`src/rtl/ttt_game_ctrl.sv`:
```
// Tic-tac-toe engine: debounces keypad codes, applies moves, detects win/draw.
// Latency: accepted press -> board/move_count at t+1, winner/game_over/win_line/turn_o at t+2.
// Backpressure: none; presses in CHECK are dropped, cell keys in OVER are ignored.
//
// Ports:
//   clk, rst            - system clock, synchronous active-high reset
//   key_data[3:0]       - keypad code (0 none, 1..9 cells, 10 '*', 11 '0', 12 '#', 13..15 ignored)
//   board[17:0]         - cell k at [2k-1:2k-2]: 00 empty, 01 X, 10 O
//   turn_o              - 0 X to move, 1 O to move
//   game_over           - high in OVER
//   winner[1:0]         - 00 none, 01 X, 10 O, 11 draw
//   win_line[8:0]       - bit k-1 set for each cell on a completed line
//   move_count[3:0]     - marks placed
//   illegal             - one-cycle pulse on a move to an occupied cell
module ttt_game_ctrl #(
    parameter int DEB_CYCLES = 4,
    parameter int CNT_W      = 16
) (
    input  logic        clk,
    input  logic        rst,
    input  logic [3:0]  key_data,
    output logic [17:0] board,
    output logic        turn_o,
    output logic        game_over,
    output logic [1:0]  winner,
    output logic [8:0]  win_line,
    output logic [3:0]  move_count,
    output logic        illegal
);

    typedef enum logic [1:0] {
        PLAY  = 2'd0,
        CHECK = 2'd1,
        OVER  = 2'd2
    } state_t;

    // Cell masks of the 8 lines: rows, columns, diagonals (bit i = cell i+1).
    localparam logic [8:0] LINES [8] = '{
        9'b000_000_111, 9'b000_111_000, 9'b111_000_000,
        9'b001_001_001, 9'b010_010_010, 9'b100_100_100,
        9'b100_010_001, 9'b001_010_100
    };

    state_t           state;
    logic             armed;
    logic [CNT_W-1:0] deb_cnt;
    logic [3:0]       prev_key;

    logic [CNT_W-1:0] cnt_next;
    logic             key_ok;
    logic             press_vld;
    logic             is_cell;
    logic [3:0]       cell_idx;
    logic [4:0]       cell_bit;
    logic             cell_empty;
    logic [1:0]       mover_mark;
    logic [8:0]       mine;
    logic [8:0]       win_mask;

    // ------------------------------------------------------------------
    // Debounce: count consecutive cycles of the same nonzero code. The
    // first cycle of a new code counts as 1, so the event fires on the
    // DEB_CYCLES-th cycle the code is held.
    // ------------------------------------------------------------------
    always_comb begin
        cnt_next  = (key_data == prev_key) ? deb_cnt + 1'b1 : CNT_W'(1);
        key_ok    = (key_data >= 4'd1) && (key_data <= 4'd12);
        press_vld = armed && key_ok && (cnt_next == CNT_W'(DEB_CYCLES));
    end

    always_ff @(posedge clk) begin
        if (rst) begin
            armed    <= 1'b0;
            deb_cnt  <= '0;
            prev_key <= 4'd0;
        end else begin
            prev_key <= key_data;
            if (key_data == 4'd0) begin
                armed   <= 1'b1;
                deb_cnt <= '0;
            end else if (!armed) begin
                deb_cnt <= '0;
            end else if (!key_ok || press_vld) begin
                // Codes 13..15 and an accepted press both need a release
                // before the next event can fire.
                armed   <= 1'b0;
                deb_cnt <= '0;
            end else begin
                deb_cnt <= cnt_next;
            end
        end
    end

    // ------------------------------------------------------------------
    // Move decode and line evaluation
    // ------------------------------------------------------------------
    always_comb begin
        is_cell    = (key_data >= 4'd1) && (key_data <= 4'd9);
        cell_idx   = key_data - 4'd1;
        cell_bit   = {cell_idx, 1'b0};
        cell_empty = (board[cell_bit +: 2] == 2'b00);
        mover_mark = turn_o ? 2'b10 : 2'b01;
        for (int i = 0; i < 9; i++) begin
            mine[i] = (board[2*i +: 2] == mover_mark);
        end
        win_mask = '0;
        for (int l = 0; l < 8; l++) begin
            if ((mine & LINES[l]) == LINES[l]) begin
                win_mask = win_mask | LINES[l];
            end
        end
    end

    // ------------------------------------------------------------------
    // Game FSM
    // ------------------------------------------------------------------
    always_ff @(posedge clk) begin
        if (rst) begin
            state      <= PLAY;
            board      <= '0;
            turn_o     <= 1'b0;
            game_over  <= 1'b0;
            winner     <= 2'b00;
            win_line   <= '0;
            move_count <= 4'd0;
            illegal    <= 1'b0;
        end else begin
            illegal <= 1'b0;
            if (press_vld && (key_data == 4'd12)) begin
                // '#' restarts the game from any state.
                state      <= PLAY;
                board      <= '0;
                turn_o     <= 1'b0;
                game_over  <= 1'b0;
                winner     <= 2'b00;
                win_line   <= '0;
                move_count <= 4'd0;
            end else begin
                case (state)
                    PLAY: begin
                        if (press_vld && is_cell) begin
                            if (cell_empty) begin
                                board[cell_bit +: 2] <= mover_mark;
                                move_count           <= move_count + 4'd1;
                                state                <= CHECK;
                            end else begin
                                illegal <= 1'b1;
                            end
                        end
                    end
                    CHECK: begin
                        // Win takes precedence over draw on the 9th move.
                        if (win_mask != 9'd0) begin
                            winner    <= mover_mark;
                            win_line  <= win_mask;
                            game_over <= 1'b1;
                            state     <= OVER;
                        end else if (move_count == 4'd9) begin
                            winner    <= 2'b11;
                            win_line  <= '0;
                            game_over <= 1'b1;
                            state     <= OVER;
                        end else begin
                            turn_o <= ~turn_o;
                            state  <= PLAY;
                        end
                    end
                    OVER: begin
                        state <= OVER;
                    end
                    default: begin
                        state <= PLAY;
                    end
                endcase
            end
        end
    end

endmodule

```
`config.mk`:
```
export PLATFORM = sky130hd
export DESIGN_NAME = ttt_game_ctrl
export DESIGN_NICKNAME = d
export VERILOG_FILES = /design/src/rtl/ttt_game_ctrl.sv
export SDC_FILE = /design/constraint.sdc
export NUM_CORES = 1
export LEC_CHECK = 0
export ABC_AREA = 0
export CAP_MARGIN = 25
export CORE_MARGIN = 2
export CORE_UTILIZATION = 61
export DETAILED_ROUTE_END_ITERATION = 10
export GPL_ROUTABILITY_DRIVEN = 0
export HOLD_SLACK_MARGIN = 0.12
export PLACE_DENSITY = 0.84
export SYNTH_ARGS = -nofsm -noshare
export SYNTH_HDL_FRONTEND = slang
export SYNTH_SLANG_ARGS = --single-unit
```
`constraint.sdc`:
```
create_clock -name clk -period 3.8 [get_ports clk]
set_input_delay 0.38 -clock clk [delete_from_list [all_inputs] [get_ports clk]]
set_output_delay 0.38 -clock clk [all_outputs]
set_load 0.05 [all_outputs]
```
==> flow_metrics.tcl <==
set metrics [dict create \
    overflow 0 \
    required_ns 4.07 \
    slew_headroom 0.4767 \
    die-width_um 80.99 \
    drtIter0Drc 222 \
    track_usage 0.2858 \
    dpl_cell_area_um2 4050 \
    synth.distinct_cells 67 \
    die_y_um 80.99 \
    syn-cell-area_um2 3616 \
    min_path_cells 2 \
    cts_root_buffer "clkbuf_8" \
    grt_use_met3 0.04889 \
    synth_common_cells "dfxtp_1 (59), nor2_1 (59), nand2_1 (20), mux2i_1 (18)" \
    grt_most_used_layer "met2" \
    io_buffers 41 \
    grt_setup_unrepaired "false" \
    cpPeakStageDelay_ns 0.62 \
    reg2regPathDepth 8 \
    fin_total_pwr_w 0.001361 \
    cts.sinks 59 \
    htreeDepth 3 \
    ant_nets 0 \
    postCtsSetupBuffers 0 \
    final_cell_area_um2 4267 \
    drv_cap 0 \
    grt_pass1_wl_mm 14.34 \
    clockBufferDepth 2 \
    path_clk_slew_ns 0.07 \
    worstHoldStart "win_line[7]$_SDFFE_PP0P_" \
    r2r_start "turn_o$_SDFFE_PP0P_" \
    post_synth.cell_area_avg_um2 8.713 \
    critPathArrivalTime_ns 3.52 \
    cts_tree "yes" \
    core_um2 5816 \
    regToRegEndpoint "win_line[4]$_SDFFE_PP0P_" \
    hold_class "register to register" \
    ios 42 \
    grt_pass1_vias 2948 \
    drc 0 \
    start_util 0.6218 \
    dieArea_um2 6559 \
    grt_antenna_before_repair 0 \
    synthesis.nets 430 \
    finalCriticalPeriod_ns 3.251 \
    r2r_slack_ns 0.99 \
    drt_wl_total_mm 8.828 \
    clock_skew_ns 0.01303 \
    path_max_fanout 13 \
    drive_gt1_frac 0.09670 \
    num_antenna_cells 0 \
    p_per_area_nw_per_um2 319.0 \
    grt_max_degree 25 \
    fmax_mhz 307.6 \
    seq_area_frac_synth 0.3266 \
    synth_edf_count 0 \
    crit_path_start_kind "primary input" \
    leakagePower_nw 1.515 \
    clock_latency_ns 0.35 \
    hold_viol_final 0 \
    hpwl_mm 6.276 \
    layout.nets 465 \
    finalSetupTns_ns 0 \
    num_rows 28 \
    synth_ff_type "dfxtp_1" \
    synth_top_area_share 0.3266 \
    ys_top_cells_by_area "dfxtp_1 (33%), nor2_1 (6.1%), mux2i_1 (5.0%)" \
    dr.pass1.iters 5 \
    syn_inst 415 \
    holdBufCountCts 0 \
    tightest_slew_ns 0.7839 \
    gr-usage-met1 0.3730 \
    status "completed" \
    finalCritPeriodShare 0.8554 \
    ctsResizeCount 0 \
    vias_per_cell 6.209 \
    gr-usage-met2 0.4579 \
    synth-seq-cells 59 \
    yosysWarnings 0 \
    cp_slowest_cell "clkdlybuf4s50_1" \
    path_cells "clkdlybuf4s50_1 > inv_1 > ha_1 > nor4b_1 > or4_1 > o221ai_2 > nor3b_4 > nand4_4 > nor3b_2 > mux2i_1" \
    end_kind "register" \
    drv_slew 0 \
    final-setup-viol-count 0 \
    hold_end "win_line[7]$_SDFFE_PP0P_" \
    ir_drop_v 0.0002412 \
    holdWs_ns 0.4728 \
    vias 3291 \
    syn_to_final_growth_pct 17.99 \
    cts_buffers 9 \
    wl_per_cell_um 16.66 \
    crit_type "primary input to register" \
    synth_top_cell_by_area "dfxtp_1" \
    ys_async_sr_fraction 0 \
]
## layer usage
layer | vias up | routed length [um]
met5 | - | 0
met4 | 0 | 167
met3 | 14 | 510
met2 | 144 | 4227
met1 | 1554 | 3922
li1 | 1579 | -
## kinds of logic after synthesis
group	after synthesis	share of synthesized area
DFF	59	0.3266
and+or+nand+nor	207	0.3564
muxes	19	0.05605
buffers and inverters	32	0.04222
AOI/OAI and AO/OA	62	0.1221
adders and majority gates	9	0.03114
xor gates and xnor gates	27	0.06540
## final cells by class
class / count / area, um2
Sequential cell: 59 / 1181
Timing Repair Buffer: 48 / 462.9
Inverter: 8 / 30.03
Tap cell: 75 / 93.84
Fill cell: 469 / 1549
Clock buffer: 10 / 127.6
Clock inverter: 6 / 88.84
Multi-Input combinational cell: 324 / 2282
## report_power, final
| group | switching [W] | internal (W) |
|---|---|---|
| combinational | 0.0000624 | 0.0000383 |
| sequential | 0.00000119 | 0.000621 |
| clock | 0.000268 | 0.000370 |
| total | 0.000332 | 0.00103 |
## how the worst max path moves through the flow
stage | cells after the start | from | endpoint
2_1_floorplan | 11 | key_data[0] | board[12]$_SDFFE_PP0P_
3_3_place_gp | 10 | key_data[1] | move_count[3]$_SDFFE_PP0P_
3_5_place_dp | 10 | key_data[1] | board[10]$_SDFFE_PP0P_
4_1_cts | 10 | key_data[1] | board[10]$_SDFFE_PP0P_
5_1_grt | 10 | key_data[1] | board[13]$_SDFFE_PP0P_
6_report | 10 | key_data[1] | board[10]$_SDFFE_PP0P_
## critical path, delay by kind of cell
kind                       cells  cell delay, ns
buffers and inverters          2            0.77
adders and majority gates      1            0.58
muxes                          1            0.23
and+or+nand+nor                5            1.43
AOI/OAI and AO/OA              1            0.13
## sequential cells by signal (all words and copies together) (netlist names), 2 cells and up
name / count
board: 18
deb_cnt: 16
move_count: 4
prev_key: 4
state: 2
win_line: 9
winner: 2
## metrics by stage
stage                     setup slack (ns)  std cells  utilization
after floorplan                      1.264        415            -
after global placement              0.4310        514       0.6964
after detailed placement            0.2961        514       0.6964
after CTS                           0.6566        530       0.7336
after global routing                0.3549        530       0.7336
final                               0.5493        530       0.7336
## placed cells by master (no fill, tap or decap), types with 5 or more instances in the layout
| cell type | instances |
|---|---|
| xor2_1 | 15 |
| buf_4 | 7 |
| xnor2_1 | 12 |
| o22ai_1 | 8 |
| nor3_1 | 7 |
| nand3_1 | 10 |
| nand2b_1 | 15 |
| nor4_1 | 9 |
| ha_1 | 9 |
| clkbuf_8 | 9 |
| o21ai_0 | 7 |
| nor4b_1 | 5 |
| nand2_1 | 20 |
| nand3b_1 | 10 |
| mux2i_1 | 18 |
| dfxtp_1 | 59 |
| nor2_1 | 59 |
| nand4_1 | 15 |
| clkdlybuf4s50_1 | 41 |
| a211oi_1 | 5 |
| inv_1 | 7 |
| nor3b_1 | 5 |
| a21oi_1 | 13 |
| nor2b_1 | 12 |
No activity file was read; power rests on OpenSTA's default activity.
==> patch: new RTL, same flow settings <==
Reset style: asynchronous (`rst`), changed in 2 clocked blocks. Comments in the files are not updated.
--- a/src/rtl/ttt_game_ctrl.sv
+++ b/src/rtl/ttt_game_ctrl.sv
@@ -70,3 +70,3 @@
 
-    always_ff @(posedge clk) begin
+    always_ff @(posedge clk or posedge rst) begin
         if (rst) begin
@@ -116,3 +116,3 @@
     // ------------------------------------------------------------------
-    always_ff @(posedge clk) begin
+    always_ff @(posedge clk or posedge rst) begin
         if (rst) begin
Formal check against the unedited RTL: differs if rst is asserted again (counterexample within 10 cycles, from zero or initial values and one cycle with rst high); with rst held inactive, the same outputs for 10 cycles.
==> patch against the original RTL <==
Clock power grew 2%; sequential share of layout area grew 5.8 points; area after synthesis grew 1.5%; fmax shrank 0.88%; die area grew 1.4%; worst setup slack lost 0.029 ns; first-iteration DRC count grew 67%; sequential cell count is the same; non-clock buffer count grew 5; final area grew 3.3%; total power grew 2.8%; wire length grew 2.0%; register-to-register slack lost 0.44 ns; count of clock-buffer cells in the layout shrank 1.
==> patch: results (changes against the original RTL) <==
rrSetupSlack_ns: 0.55  # was 0.99 ns
synth_common_cells: "dfrtp_1, nand2_1, nor2_1, nand3_1, a21oi_1"  # was dfxtp_1, nor2_1, nand2_1, mux2i_1
track_usage_pct: 29.1  # was 28.6%
ys_top_cells_by_area: "dfrtp_1, nand2_1, nor2_1"  # was dfxtp_1, nor2_1, mux2i_1
synth_fp_nets: 419  # was 430
n_fill_cell: 418  # was 469
period_share_pct: 86.3  # was 85.5%
synthArstFlopShare_pct: 100  # was 0%
grt_pass1_wl_um: 14500  # was 14,300 um
outcome: "completed"  # unchanged
ys_seq_area_share_pct: 40.2  # was 32.7%
p_sw_share_pct: 25.0  # was 24.4%
endpoint: "move_count[3]"  # was board[10]
grt_pass1_vias: 3047  # was 2,948
cp_slowest_cell: "or4b_1"  # was clkdlybuf4s50_1
dr_total_vias: 3326  # was 3,291
cp_max_fo: 9  # was 13
clock_skew_ns: 0.0131  # was 0.0130 ns
worstSetupStartpoint: "key_data[0]"  # was key_data[1]
hp-class: "input pin to async pin"  # was flip-flop to flip-flop
layout-drive-gt1-share_pct: 11.0  # was 9.67%
cts_resized: 0  # unchanged
wire_per_inst_um: 17.1  # was 16.7 um
relSlewSlack_pct: 47.6  # was 47.7%
grt_max_degree: 40  # was 25
rr_endpoint: "board[5]"  # was win_line[4]
cpPeakStageDelay_ns: 0.72  # was 0.62 ns
arrival_ns: 3.55  # was 3.52 ns
drt-initial-drc-count: 370  # was 222
dp.final_hpwl_um: 6570  # was 6280 um
ir_drop_v: 0.000265  # was 0.000241 V
layout.nets: 462  # was 465
place_ws_ns: 0.217  # was 0.296 ns
-- patch: changes by cell type after synthesis, sizes merged, moves of 6 or more --
cell	before	now
a31oi	1	7
buf	16	8
dfrtp	0	59
dfxtp	59	0
nand2	20	42
nand3	11	18
nand4	18	9
nor2	60	40
nor2b	12	5
nor3b	9	3
-- patch: worst min-delay path by stage --
stage / slack, ns / startpoint / endpoint
after floorplan: 0.41 / key_data[0] / prev_key[0]
after global placement: 0.49 / win_line[8] / win_line[8]
after detailed placement: 0.51 / win_line[6] / win_line[6]
after CTS: 0.51 / rst / deb_cnt[8]
after global routing: 0.55 / game_over / game_over
final: 0.49 / rst / move_count[0]
-- patch: cells by family (layout without fill, tap and decap cells) --
group,Yosys count,count (layout),share of synthesized area [%]
AOI/OAI and AO/OA,82,82,15.2
muxes,13,13,3.54
xor gates and xnor gates,26,26,6.20
DFF,59,59,40.2
and+or+nand+nor,184,184,28.4
buffers and inverters,33,81,3.65
adders and majority gates,8,8,2.73
-- patch: final cells by class --
| cell class | count | area (um^2) | share of cell area (%) |
|---|---|---|---|
| Sequential cell | 59 | 1480 | 33.5 |
| Timing Repair Buffer | 53 | 500 | 11.4 |
| Clock inverter | 7 | 100 | 2.27 |
| Multi-Input combinational cell | 313 | 2070 | 46.9 |
| Tap cell | 75 | 93.8 | 2.13 |
| Clock buffer | 9 | 124 | 2.81 |
| Inverter | 12 | 45.0 | 1.02 |
-- patch: stage by stage --
step	instances	total power [W]	hold slack, ns	area, um^2
after floorplan	405	0.000727	0.411	3670
after global placement	512	0.000760	0.494	4180
after detailed placement	512	0.000762	0.509	4180
after CTS	528	0.00141	0.512	4410
after global routing	528	0.00145	0.550	4410
final	528	0.00140	0.491	4410
-- patch: power groups by stage --
stage / sequential, W / combinational, W / clock [W]
after floorplan: 0.000650 / 0.0000764 / 0
after global placement: 0.000651 / 0.000109 / 0
after detailed placement: 0.000651 / 0.000111 / 0
after CTS: 0.000639 / 0.000112 / 0.000656
after global routing: 0.000640 / 0.000126 / 0.000689
final: 0.000639 / 0.000112 / 0.000648
-- patch: worst register-to-register path, delay by kind of cell (launching register included) --
kind | cells | cell delay [ns]
and+or+nand+nor | 5 | 2.04
adders and majority gates | 1 | 0.27
muxes | 1 | 0.28
DFF | 1 | 0.41
xor gates and xnor gates | 1 | 0.16
-- patch: layer usage --
metal | vias up | track usage (%) | part of all wire (%)
li1 | 1556 | - | -
met1 | 1602 | 37.8 | 42
met2 | 141 | 47.4 | 49
met3 | 27 | 6.04 | 6.3
met4 | 0 | 12.7 | 2.7
met5 | - | 0 | 0
